`src/rtl/key_enc_pkg.sv`:
```
// Shared types and constants for the key_encoder_148 front-panel key encoder.
// Holds the FSM state encoding and the 8-to-3 priority-encode helper.
package key_enc_pkg;

    localparam int CODE_W = 3;
    localparam int KEY_W  = 8;
    localparam logic [KEY_W-1:0] KEYS_RELEASED = 8'hFF;

    typedef enum logic {
        IDLE = 1'b0,
        HELD = 1'b1
    } key_state_e;

    // Index of the highest active-low (0) bit; bit KEY_W-1 wins.
    function automatic logic [CODE_W-1:0] prio_enc(input logic [KEY_W-1:0] keys_n);
        logic [CODE_W-1:0] result;
        result = {CODE_W{1'b0}};
        for (int i = 0; i < KEY_W; i++) begin
            if (keys_n[i] == 1'b0) begin
                result = CODE_W'(i);
            end else begin
                result = result;
            end
        end
        return result;
    endfunction

endpackage

```
`src/rtl/key_debounce.sv`:
```
// Two-flop synchroniser plus whole-vector debounce for active-low key lines.
// A new vector is accepted only after DEBOUNCE_CYCLES consecutive unchanged samples.
module key_debounce #(
    parameter int DEBOUNCE_CYCLES = 16,
    parameter int KEY_W           = 8
) (
    input  logic             clk,
    input  logic             rst_n,
    input  logic [KEY_W-1:0] key_n,
    output logic [KEY_W-1:0] stable_n,
    output logic             gs_n
);

    localparam int CNT_W = (DEBOUNCE_CYCLES > 2) ? $clog2(DEBOUNCE_CYCLES) : 1;

    logic [KEY_W-1:0] meta_r;
    logic [KEY_W-1:0] sync_r;
    logic [KEY_W-1:0] prev_r;
    logic [KEY_W-1:0] stable_r;
    logic [CNT_W-1:0] cnt_r;
    logic             gs_n_r;

    // Synchronise, then accept sync_r once it has stayed put long enough; gs_n tracks stable_r.
    always_ff @(posedge clk or negedge rst_n) begin
        if (!rst_n) begin
            meta_r   <= {KEY_W{1'b1}};
            sync_r   <= {KEY_W{1'b1}};
            prev_r   <= {KEY_W{1'b1}};
            stable_r <= {KEY_W{1'b1}};
            cnt_r    <= {CNT_W{1'b0}};
            gs_n_r   <= 1'b1;
        end else begin
            meta_r <= key_n;
            sync_r <= meta_r;
            prev_r <= sync_r;
            if (sync_r != prev_r) begin
                cnt_r <= {CNT_W{1'b0}};
            end else if (sync_r == stable_r) begin
                cnt_r <= {CNT_W{1'b0}};
            end else if (cnt_r == CNT_W'(DEBOUNCE_CYCLES - 1)) begin
                stable_r <= sync_r;
                gs_n_r   <= &sync_r;
                cnt_r    <= {CNT_W{1'b0}};
            end else begin
                cnt_r <= cnt_r + {{(CNT_W-1){1'b0}}, 1'b1};
            end
        end
    end

    assign stable_n = stable_r;
    assign gs_n     = gs_n_r;

endmodule

```
`src/rtl/key_encoder_148.sv`:
```
// Clocked 8-to-3 priority key encoder with debounce, press FSM and a one-entry valid/ready slot.
// Optional held-key auto-repeat is built when KEY_ENC_REPEAT_EN is defined.
module key_encoder_148
    import key_enc_pkg::*;
#(
    parameter int DEBOUNCE_CYCLES = 16,
    parameter int REPEAT_CYCLES   = 64
) (
    input  logic              clk,
    input  logic              rst_n,
    input  logic [KEY_W-1:0]  key_n,
    input  logic              ready,
    input  logic              ovf_clr,
    output logic [CODE_W-1:0] code,
    output logic              valid,
    output logic              gs_n,
    output logic              overflow
);

    if (DEBOUNCE_CYCLES < 2 || REPEAT_CYCLES < 2) begin : g_param_check
        $error("key_encoder_148: DEBOUNCE_CYCLES and REPEAT_CYCLES must both be at least 2");
    end

    logic [KEY_W-1:0]  stable_n_s;
    logic              any_s;
    logic [CODE_W-1:0] enc_s;
    logic              event_s;
    logic              rpt_hit_s;
    logic              drop_s;
    key_state_e        state_r;
    key_state_e        next_state_s;
    logic [CODE_W-1:0] last_code_r;
    logic [CODE_W-1:0] code_r;
    logic              valid_r;
    logic              overflow_r;

    key_debounce #(
        .DEBOUNCE_CYCLES (DEBOUNCE_CYCLES),
        .KEY_W           (KEY_W)
    ) u_debounce (
        .clk      (clk),
        .rst_n    (rst_n),
        .key_n    (key_n),
        .stable_n (stable_n_s),
        .gs_n     (gs_n)
    );

    assign any_s  = ~(&stable_n_s);
    assign enc_s  = prio_enc(stable_n_s);
    assign drop_s = event_s & valid_r & ~ready;

`ifdef KEY_ENC_REPEAT_EN
    localparam int RPT_W = $clog2(REPEAT_CYCLES);
    logic [RPT_W-1:0] rpt_cnt_r;

    // Clocks since the last event while the same key stays held; cleared by any event or leaving HELD.
    always_ff @(posedge clk or negedge rst_n) begin
        if (!rst_n) begin
            rpt_cnt_r <= {RPT_W{1'b0}};
        end else if (event_s || state_r != HELD) begin
            rpt_cnt_r <= {RPT_W{1'b0}};
        end else begin
            rpt_cnt_r <= rpt_cnt_r + {{(RPT_W-1){1'b0}}, 1'b1};
        end
    end

    assign rpt_hit_s = (rpt_cnt_r == RPT_W'(REPEAT_CYCLES - 1));
`else
    assign rpt_hit_s = 1'b0;
`endif

    // Press FSM: new press or priority change raises an event; release is silent.
    always_comb begin
        event_s      = 1'b0;
        next_state_s = state_r;
        case (state_r)
            IDLE: begin
                if (any_s) begin
                    next_state_s = HELD;
                    event_s      = 1'b1;
                end else begin
                    next_state_s = IDLE;
                end
            end
            HELD: begin
                if (!any_s) begin
                    next_state_s = IDLE;
                end else if (enc_s != last_code_r) begin
                    event_s = 1'b1;
                end else begin
                    event_s = rpt_hit_s;
                end
            end
            default: begin
                next_state_s = IDLE;
            end
        endcase
    end

    // FSM state and the code of the most recently raised event (dropped or not).
    always_ff @(posedge clk or negedge rst_n) begin
        if (!rst_n) begin
            state_r     <= IDLE;
            last_code_r <= {CODE_W{1'b0}};
        end else begin
            state_r <= next_state_s;
            if (event_s) begin
                last_code_r <= enc_s;
            end else begin
                last_code_r <= last_code_r;
            end
        end
    end

    // One-entry output slot; a full, unaccepted slot keeps its code and drops the new event.
    always_ff @(posedge clk or negedge rst_n) begin
        if (!rst_n) begin
            code_r  <= {CODE_W{1'b0}};
            valid_r <= 1'b0;
        end else if (event_s && (!valid_r || ready)) begin
            code_r  <= enc_s;
            valid_r <= 1'b1;
        end else if (!event_s && valid_r && ready) begin
            valid_r <= 1'b0;
        end else begin
            valid_r <= valid_r;
        end
    end

    // Sticky drop flag; a drop in the same cycle as ovf_clr wins.
    always_ff @(posedge clk or negedge rst_n) begin
        if (!rst_n) begin
            overflow_r <= 1'b0;
        end else if (drop_s) begin
            overflow_r <= 1'b1;
        end else if (ovf_clr) begin
            overflow_r <= 1'b0;
        end else begin
            overflow_r <= overflow_r;
        end
    end

    assign code     = code_r;
    assign valid    = valid_r;
    assign overflow = overflow_r;

endmodule

```
`config.mk`:
```
export PLATFORM = sky130hd
export DESIGN_NAME = key_encoder_148
export DESIGN_NICKNAME = d
export VERILOG_FILES = /design/src/rtl/key_enc_pkg.sv /design/src/rtl/key_debounce.sv /design/src/rtl/key_encoder_148.sv
export SDC_FILE = /design/constraint.sdc
export NUM_CORES = 1
export LEC_CHECK = 0
export CORE_ASPECT_RATIO = 0.5
export CORE_MARGIN = 10
export CORE_UTILIZATION = 35
export CTS_CLUSTER_SIZE = 28
export DETAILED_ROUTE_END_ITERATION = 10
export PLACE_DENSITY = 0.54
export SKIP_CTS_REPAIR_TIMING = 1
export SYNTH_ARGS = -nofsm -noshare
export SYNTH_HDL_FRONTEND = slang
export SYNTH_SLANG_ARGS = --single-unit
```
`constraint.sdc`:
```
create_clock -name clk -period 2.6 [get_ports clk]
set_input_delay 0.26 -clock clk [delete_from_list [all_inputs] [get_ports clk]]
set_output_delay 0.26 -clock clk [all_outputs]
set_load 0.005 [all_outputs]
```
==> results.json, run 1 <==
{
  "io_pins": 18,
  "routed_wirelength_mm": 3.167,
  "viasPerCell": 4.504,
  "slew_violations": 0,
  "syn_nets": 142,
  "cts_num_sinks": 46,
  "tns_ns": 0,
  "grt_max_degree": 40,
  "synth_area_um2": 1939,
  "wl_met1_mm": 1.592,
  "grt_pass1_vias": 1083,
  "fp-row-count": 19,
  "cts_tree": "built",
  "htree_levels": 2,
  "dieArea_um2": 9099,
  "start_util_pct": 35.78,
  "hp-class": "input port to async pin",
  "place_congestion": 0.6958,
  "syn-instance-count": 129,
  "fin_crit_sh_pct": 74.47,
  "core_area_um2": 5420,
  "yosysTopAreaCell": "dfstp_2",
  "dpl.hpwl_mm": 2.289,
  "portBuffers": 17,
  "root_buffer": "clkbuf_8",
  "synthToLayoutAreaGrowth_pct": 17.23,
  "ys_types": 40,
  "layoutNonFillerInstCount": 226,
  "fp.dieH_um": 72.64,
  "num_vias": 1018,
  "max_freq_mhz": 516.4,
  "final_antenna_net_count": 0,
  "diodes": 0,
  "placedCellCount": 218,
  "max-vdd-ir-drop_mv": 0.2379,
  "path_class": "flip-flop to flip-flop",
  "grt_use_total_pct": 7.713,
  "clkTransAtPathRegs_ns": 0.08,
  "synth-seq-area-share_pct": 61.48,
  "gr-total-overflow": 0,
  "worst_r2r_path_depth": 4,
  "min_period_ns": 1.936,
  "wl_per_cell_um": 14.01,
  "clock_path_buffers": 2,
  "setup_viol": 0,
  "startpoint_type": "flip-flop",
  "drcViolationCount": 0,
  "synth_top_area_share_pct": 44.71,
  "first_pass_iters": 4,
  "drv_cap": 0,
  "die_w_um": 125.3,
  "crit_path_end_kind": "flip-flop",
  "async_flop_share_pct": 100.0,
  "synth_area_leaders": "dfstp_2 (45%), dfrtp_1 (17%), mux2_4 (7.7%)",
  "grt_antenna_before_repair": 0,
  "mostFrequentLayoutCells": "dfstp_2 (33), clkdlybuf4s50_1 (16), dfrtp_1 (13)",
  "worstPathRequired_ns": 2.78,
  "worst_pin_slew_ns": 0.8267,
  "layout-drive-gt1-share_pct": 41.83,
  "crit_path_max_fanout": 8,
  "finalHoldViolCount": 0,
  "p_leak_nw": 0.9028,
  "highest_layer": "met4",
  "max-slew-margin-rel_pct": 44.89,
  "dominantRegCellSynth": "dfstp_2",
  "cp.arrival_ns": 2.12,
  "wl_met2_mm": 1.384,
  "numCtsBuffers": 5,
  "run_status": "completed",
  "p_per_area_nw_per_um2": 555.7,
  "wl_met3_um": 146,
  "syn_avg_cell_area_um2": 15.03,
  "rsz0062_at_grt": "no",
  "grt_pass1_wl_mm": 5.616,
  "layout_commonest_cell": "dfstp_2",
  "initialDrtViolationCount": 62,
  "clock_skew_ns": 0.004252,
  "nets": 165,
  "synth.ff_latch_count": 46,
  "synth_edf_count": 0,
  "clk-insertion-delay-late_ns": 0.29,
  "yosys_warnings": 0
}
## final timing paths
path / startpoint / end / slack (ns)
worst max-delay path: u_debounce.stable_n[7] / code[1] / 0.66
worst min-delay path: rst_n / u_debounce.cnt_r[1] / 0.06
worst max register to register: u_debounce.stable_n[7] / code[1] / 0.66
worst min register to register: u_debounce.meta_r[0] / u_debounce.sync_r[0] / 0.36
max in group asynchronous: rst_n / u_debounce.sync_r[7] / 1.82
min in group clk: u_debounce.meta_r[0] / u_debounce.sync_r[0] / 0.36
## flip-flops by register name, indices dropped and copies added (netlist names)
register and count:
u_debounce.meta_r 8, u_debounce.prev_r 8, u_debounce.stable_n 8, u_debounce.sync_r 8, u_debounce.cnt_r 4, code 3
last_code_r 3, overflow 1, state_r 1, u_debounce.gs_n 1, valid 1
## cells by family (layout without fill, tap and decap cells)
logic type	after synthesis	count (layout)	synth area share, %
flip-flops	46	46	61.48
multiplexers	11	11	8.322
AND/OR/NAND/NOR	30	30	10.71
adder cells (fa/ha/maj)	1	1	0.6451
buffers and inverters	6	30	1.742
AO/OA/AOI/OAI	15	15	7.678
XOR/XNOR	20	20	9.420
## per-stage QoR
| stage | setup WS [ns] | hold WS (ns) | util (%) | power (mW) | cell area, um2 |
|---|---|---|---|---|---|
| 2_1_floorplan | 0.7571 | -0.03559 | - | 0.8062 | 1939 |
| 3_3_place_gp | 0.6726 | 0.3454 | 40.30 | 0.8504 | 2185 |
| 3_5_place_dp | 0.6659 | 0.3468 | 40.30 | 0.8511 | 2185 |
| 4_1_cts | 0.6415 | 0.08045 | 41.94 | 1.291 | 2273 |
| 5_1_grt | 0.5367 | 0.1106 | 41.94 | 1.336 | 2273 |
| 6_report | 0.6637 | 0.05909 | 41.94 | 1.263 | 2273 |
## metal layers
layer | track usage (%) | vias up
li1 | - | 493
met1 | 9.979 | 506
met2 | 11.10 | 17
met3 | 2.683 | 2
met4 | 4.188 | 0
met5 | 0 | -
## cell usage after synthesis (2+ instances only)
cell type	number
xor2_1	9
inv_1	4
o2bb2ai_1	2
nand4_1	4
dfstp_2	33
nor4_4	2
nand3_1	2
dfrtp_1	13
nand2_1	8
xnor2_1	10
nor2_1	4
mux2_4	10
## layout make-up
type	count	area, um2
well taps	73	91.34
flip-flops and latches	46	1192
fillers	518	3147
clock buffers	5	68.82
clock inverters	3	20.02
repair buffers	18	172.7
multi-input cells	77	713.2
inverters	4	15.01
## worst max-delay path, stage by stage, from the launching register on
cell and delay [ns]:
dfstp_2 0.63, nand4_2 0.17, or3_1 0.54, o311ai_4 0.15, mux2_4 0.33
## power by group
group | internal, mW | total (mW) | switching (mW)
logic | 0.0339 | 0.0660 | 0.0321
registers | 0.753 | 0.770 | 0.0174
clock network | 0.190 | 0.427 | 0.237
total | 0.976 | 1.26 | 0.287
Power figures use the tool's default switching activity.
==> run 2: changes to the inputs <==
PLACE_DENSITY = 0.56   (was 0.54)
clock period = 1.6 ns   (was 2.6 ns; I/O delays follow)
==> run 2 against run 1 <==
Against the previous run: the flow now finishes with violations (negative setup slack); fmax up 2.9%; critical path depth up 2; clock power up 130%; sequential power up 62%; flip-flop and latch count unchanged; via count up 8.8%; hold slack better by 0.21 ns; clock skew up 0.0011 ns; utilization up 5.8 points.
==> results.json, run 2 (synthesized netlist as in run 1, its figures left out) <==
{
  "num_vias": 1108,
  "dieArea_um2": 9099,
  "crit_start": "u_debounce.stable_n[6]",
  "worstReg2RegStart": "u_debounce.stable_n[6]",
  "wl_per_cell_um": 12.77,
  "run_status": "finished with violations",
  "cp.arrival_ns": 2.06,
  "crit_chain": "buf_6 > nand2_2 > a31o_1 > xor2_2 > o311ai_4 > mux2_4",
  "setup_slack_ns": -0.2822,
  "hp-class": "input port to flip-flop",
  "portBuffers": 17,
  "max_freq_mhz": 531.3,
  "cts_tree": "built",
  "core_area_um2": 5420,
  "grt_antenna_before_repair": 0,
  "die_w_um": 125.3,
  "slew_violations": 0,
  "max-slew-margin-rel_pct": 63.59,
  "hold_path.startpoint": "key_n[4]",
  "grt_pass1_vias": 1184,
  "finalHoldViolCount": 0,
  "clock_skew_ns": 0.005335,
  "path_class": "flip-flop to flip-flop",
  "setup_viol": 20,
  "start_util_pct": 35.78,
  "numCtsBuffers": 5,
  "fp.dieH_um": 72.64,
  "clock_path_buffers": 2,
  "layout-drive-gt1-share_pct": 52.97,
  "critPathBufInv": 1,
  "p_int_mw": 1.902,
  "grt_pass1_wl_mm": 5.623,
  "p_leak_nw": 1.081,
  "rsz0062_at_grt": "yes",
  "nets": 197,
  "finalPower_mw": 2.359,
  "diodes": 0,
  "routed_wirelength_mm": 3.295,
  "drv_cap": 0,
  "io_pins": 18,
  "synthToLayoutAreaGrowth_pct": 33.42,
  "hold_slack_ns": 0.2684,
  "crit_path_max_fanout": 4,
  "dpl.hpwl_mm": 2.464,
  "placedCellCount": 248,
  "final_antenna_net_count": 0,
  "comb_power_share_pct": 5.8,
  "startpoint_type": "flip-flop",
  "clkPwrFrac_pct": 41.3,
  "first_pass_iters": 6,
  "swShare_pct": 19.35,
  "worst_r2r_path_depth": 6,
  "violations": "negative setup slack",
  "cp_slowest_stage_delay_ns": 0.57,
  "max-vdd-ir-drop_mv": 0.3528,
  "htree_levels": 2,
  "cp.depth": 6,
  "grt_max_degree": 47,
  "crit_family": "flip-flops",
  "mostFrequentLayoutCells": "dfstp_2 (33), buf_4 (31), clkdlybuf4s50_1 (16)",
  "initialDrtViolationCount": 44,
  "root_buffer": "clkbuf_8",
  "worst_pin_slew_ns": 0.5461,
  "cts_num_sinks": 46,
  "worstPathRequired_ns": 1.78,
  "tns_ns": -2.887,
  "min_period_ns": 1.882,
  "drcViolationCount": 0,
  "crit_path_end_kind": "flip-flop",
  "viasPerCell": 4.295,
  "switchingPower_mw": 0.4563,
  "holdPathStages": 1,
  "fin_crit_sh_pct": 117.6,
  "place_congestion": 0.7602,
  "fp-row-count": 19,
  "clkTransAtPathRegs_ns": 0.08,
  "grt_use_total_pct": 7.512,
  "fill_cells": 501,
  "p_per_area_nw_per_um2": 911.5,
  "clk-insertion-delay-late_ns": 0.29,
  "seqPwrFrac_pct": 52.8,
  "critical-path-slowest-cell": "dfstp_2",
  "layoutNonFillerInstCount": 258,
  "gr-total-overflow": 0,
  "layout_commonest_cell": "dfstp_2"
}
run 2: layer usage:
metal	track usage [%]	wire length, um	vias up	share of wire (%)
met5	0	0	-	0
met2	11.45	1505	15	46
met1	9.516	1597	535	48
li1	-	-	556	-
met4	3.046	37	0	1.1
met3	2.756	155	2	4.7
run 2: path summary, 6_finish.rpt:
| check | slack, ns | to |
|---|---|---|
| worst max-delay path | -0.28 | code[0] |
| worst min-delay path | 0.27 | u_debounce.meta_r[4] |
| worst max register to register | -0.28 | code[0] |
| worst min register to register | 0.36 | u_debounce.sync_r[5] |
| max in group asynchronous | 0.74 | u_debounce.prev_r[4] |
| min in group asynchronous | 0.48 | u_debounce.cnt_r[0] |
run 2: power by group through the flow:
| stage | logic [mW] | registers [mW] | clock network (mW) |
|---|---|---|---|
| after global placement | 0.138 | 1.26 | 0 |
| after CTS | 0.140 | 1.25 | 1.01 |
| after detailed placement | 0.140 | 1.27 | 0 |
| final | 0.138 | 1.25 | 0.975 |
| after global routing | 0.151 | 1.25 | 1.06 |
| after floorplan | 0.0464 | 1.27 | 0 |
run 2: area by class of cell:
type,instances,area (um2),share of cell area (%)
Inverter,4,15.01,0.5803
Multi-Input combinational cell,77,732.0,28.29
Sequential cell,46,1192,46.08
Clock buffer,7,107.6,4.159
Timing Repair Buffer,50,419.2,16.20
Clock inverter,1,30.03,1.161
Tap cell,73,91.34,3.530
run 2: metrics by stage:
stage / utilization (%) / setup WS [ns] / instance area [um2]
after floorplan: - / -0.2216 / 1947
after CTS: 47.14 / -0.3097 / 2555
after global placement: 44.60 / -0.2611 / 2417
after global routing: 47.74 / -0.3299 / 2587
final: 47.74 / -0.2822 / 2587
after detailed placement: 44.60 / -0.2868 / 2417
==> run 3: changes to the inputs <==
GPL_ROUTABILITY_DRIVEN = 0   (was unset)
SYNTH_HIERARCHICAL = 1   (was unset)
==> run 3 against run 2 <==
Against the previous run: critical endpoint is now u_debounce/stable_n[2]; setup slack worse by 0.0017 ns; non-clock buffer count shrank 3; highest routed layer unchanged; synthesized area decreased by 4.0%; sequential share of layout area is 0.82 points higher; count of clock-buffer cells in the layout is 1 lower; hold slack lost 0.013 ns; largest power group unchanged; die area down 3.1%; the flow still finishes with violations (negative setup slack).
==> results.json, run 3 <==
{
  "routed_wirelength_mm": 3.328,
  "clkTransAtPathRegs_ns": 0.08,
  "htree_levels": 2,
  "swShare_pct": 22.40,
  "nets": 192,
  "wl_per_cell_um": 13.31,
  "async_flop_share_pct": 100.0,
  "drcViolationCount": 0,
  "comb_power_share_pct": 5.9,
  "yosysTopAreaCell": "dfstp_2",
  "grt_pass1_wl_mm": 5.506,
  "fin_crit_sh_pct": 117.7,
  "mostFrequentLayoutCells": "dfstp_2 (33), buf_4 (24), clkdlybuf4s50_1 (16)",
  "cts_num_sinks": 46,
  "syn_nets": 139,
  "portBuffers": 17,
  "dpl.hpwl_mm": 2.356,
  "seqPwrFrac_pct": 60.4,
  "tns_ns": -4.210,
  "p_per_area_nw_per_um2": 812.8,
  "worstPathRequired_ns": 1.83,
  "synth_area_leaders": "dfstp_2 (47%), dfrtp_1 (17%), mux2_2 (6.0%)",
  "viasPerCell": 4.488,
  "final_antenna_net_count": 0,
  "startpoint_type": "flip-flop",
  "dieArea_um2": 8813,
  "synth_top_area_share_pct": 46.57,
  "worst_pin_slew_ns": 0.5467,
  "clock_skew_ns": 0.003524,
  "layout-drive-gt1-share_pct": 56.67,
  "fp.dieH_um": 71.57,
  "cts_tree": "built",
  "grt_use_total_pct": 7.917,
  "num_vias": 1122,
  "worst_r2r_path_depth": 5,
  "diodes": 0,
  "gr-total-overflow": 0,
  "clock_path_buffers": 2,
  "p_int_mw": 1.604,
  "synth_most_common_cell": "dfstp_2",
  "drv_cap": 0,
  "grt_antenna_before_repair": 0,
  "dominantRegCellSynth": "dfstp_2",
  "crit_path_end_kind": "flip-flop",
  "initialDrtViolationCount": 26,
  "path_class": "flip-flop to flip-flop",
  "violations": "negative setup slack",
  "max-slew-margin-rel_pct": 63.55,
  "ys_types": 33,
  "finalHoldViolCount": 0,
  "core_area_um2": 5022,
  "clk-insertion-delay-late_ns": 0.30,
  "utilization_pct": 50.62,
  "crit_path_max_fanout": 9,
  "die_w_um": 123.1,
  "layout_commonest_cell": "dfstp_2",
  "hp-class": "input port to flip-flop",
  "start_util_pct": 37.07,
  "grt_pass1_vias": 1211,
  "first_pass_iters": 2,
  "yosys_warnings": 6,
  "root_buffer": "clkbuf_8",
  "rsz0062_at_grt": "yes",
  "max_freq_mhz": 530.8,
  "synth_edf_count": 0,
  "switchingPower_mw": 0.4630,
  "syn-instance-count": 126,
  "run_status": "finished with violations",
  "setup_viol": 21,
  "synth_area_um2": 1862,
  "io_pins": 18,
  "grt_max_degree": 47,
  "slew_violations": 0,
  "synthToLayoutAreaGrowth_pct": 36.56,
  "synth-seq-area-share_pct": 64.05,
  "setup_slack_ns": -0.2839,
  "synth.ff_latch_count": 46,
  "numCtsBuffers": 5,
  "syn_avg_cell_area_um2": 14.78,
  "p_leak_nw": 1.027,
  "min_period_ns": 1.884,
  "holdPathStages": 1,
  "netlist_top_cells_count": "dfstp_2 (33), dfrtp_1 (13), mux2_2 (10), xnor2_1 (10), xor2_1 (9)",
  "cp.arrival_ns": 2.12,
  "fp-row-count": 18,
  "max-vdd-ir-drop_mv": 0.4127,
  "clkPwrFrac_pct": 33.7
}
==> run 3: changes by cell type in the layout (fill, tap and decap cells not counted), sizes merged, moves of 2 or more <==
cell | previous run | this run
nand2 | 9 | 7
clkinv | 0 | 2
mux2 | 11 | 13
buf | 33 | 30
o2bb2ai | 2 | 0
==> run 3: cell type report <==
class	count	area, um2
inverter	4	15.01
clock inverter	2	13.76
multi-input combinational	75	749.5
clock buffer	6	72.57
tap	70	87.58
sequential	46	1192
fill	460	2480
timing repair buffer	47	411.6
==> run 3: path summary, 6_finish.rpt <==
| check | startpoint | slack (ns) | to |
|---|---|---|---|
| max | u_debounce/stable_n[5] | -0.28 | u_debounce/stable_n[2] |
| min | key_n[6] | 0.26 | u_debounce/meta_r[6] |
| max reg2reg | u_debounce/stable_n[5] | -0.28 | u_debounce/stable_n[2] |
| min reg2reg | u_debounce/meta_r[4] | 0.36 | u_debounce/sync_r[4] |
| max in group asynchronous | rst_n | 0.76 | u_debounce/stable_n[1] |
| min in group asynchronous | rst_n | 0.47 | last_code_r[0] |
==> run 3: cell families after synthesis <==
logic type | Yosys count | share of synthesized area [%]
flops | 46 | 64.05
buf+inv | 5 | 1.075
simple gates | 29 | 8.333
xor+xnor | 20 | 9.812
fa+ha+maj | 1 | 0.6719
mux | 13 | 8.468
compound gates | 12 | 7.595
==> run 3: through the flow <==
stage / cell area [um2] / total power [mW] / instances / hold slack (ns) / worst slack, ns
6_report: 2542 / 2.067 / 250 / 0.2558 / -0.2839
5_1_grt: 2542 / 2.163 / 250 / 0.2384 / -0.3857
4_1_cts: 2391 / 2.096 / 246 / -0.05319 / -0.3850
3_5_place_dp: 2305 / 1.389 / 238 / 0.2806 / -0.3726
3_3_place_gp: 2305 / 1.388 / 238 / 0.2783 / -0.3897
2_1_floorplan: 1862 / 1.299 / 126 / -0.1356 / -0.2546
==> run 3: worst max-delay path: stages, from the launching register on <==
cell	delay, ns
dfstp_2	0.62
xor2_1	0.20
nor4_2	0.10
a2111oi_4	0.36
buf_6	0.19
mux2_2	0.34
==> run 3: power groups by stage <==
stage	clock network, mW	logic (mW)	registers [mW]
after floorplan	0	0.0351	1.26
after global placement	0	0.121	1.27
after detailed placement	0	0.120	1.27
after CTS	0.726	0.121	1.25
after global routing	0.773	0.135	1.26
final	0.696	0.122	1.25
==> run 3: routing by layer <==
| layer | wire length [um] | global-route usage (%) | vias up |
|---|---|---|---|
| met5 | 0 | 0 | - |
| met4 | 59 | 3.851 | 0 |
| met3 | 190 | 3.206 | 6 |
| met2 | 1465 | 11.75 | 21 |
| met1 | 1612 | 9.805 | 549 |
| li1 | - | - | 546 |
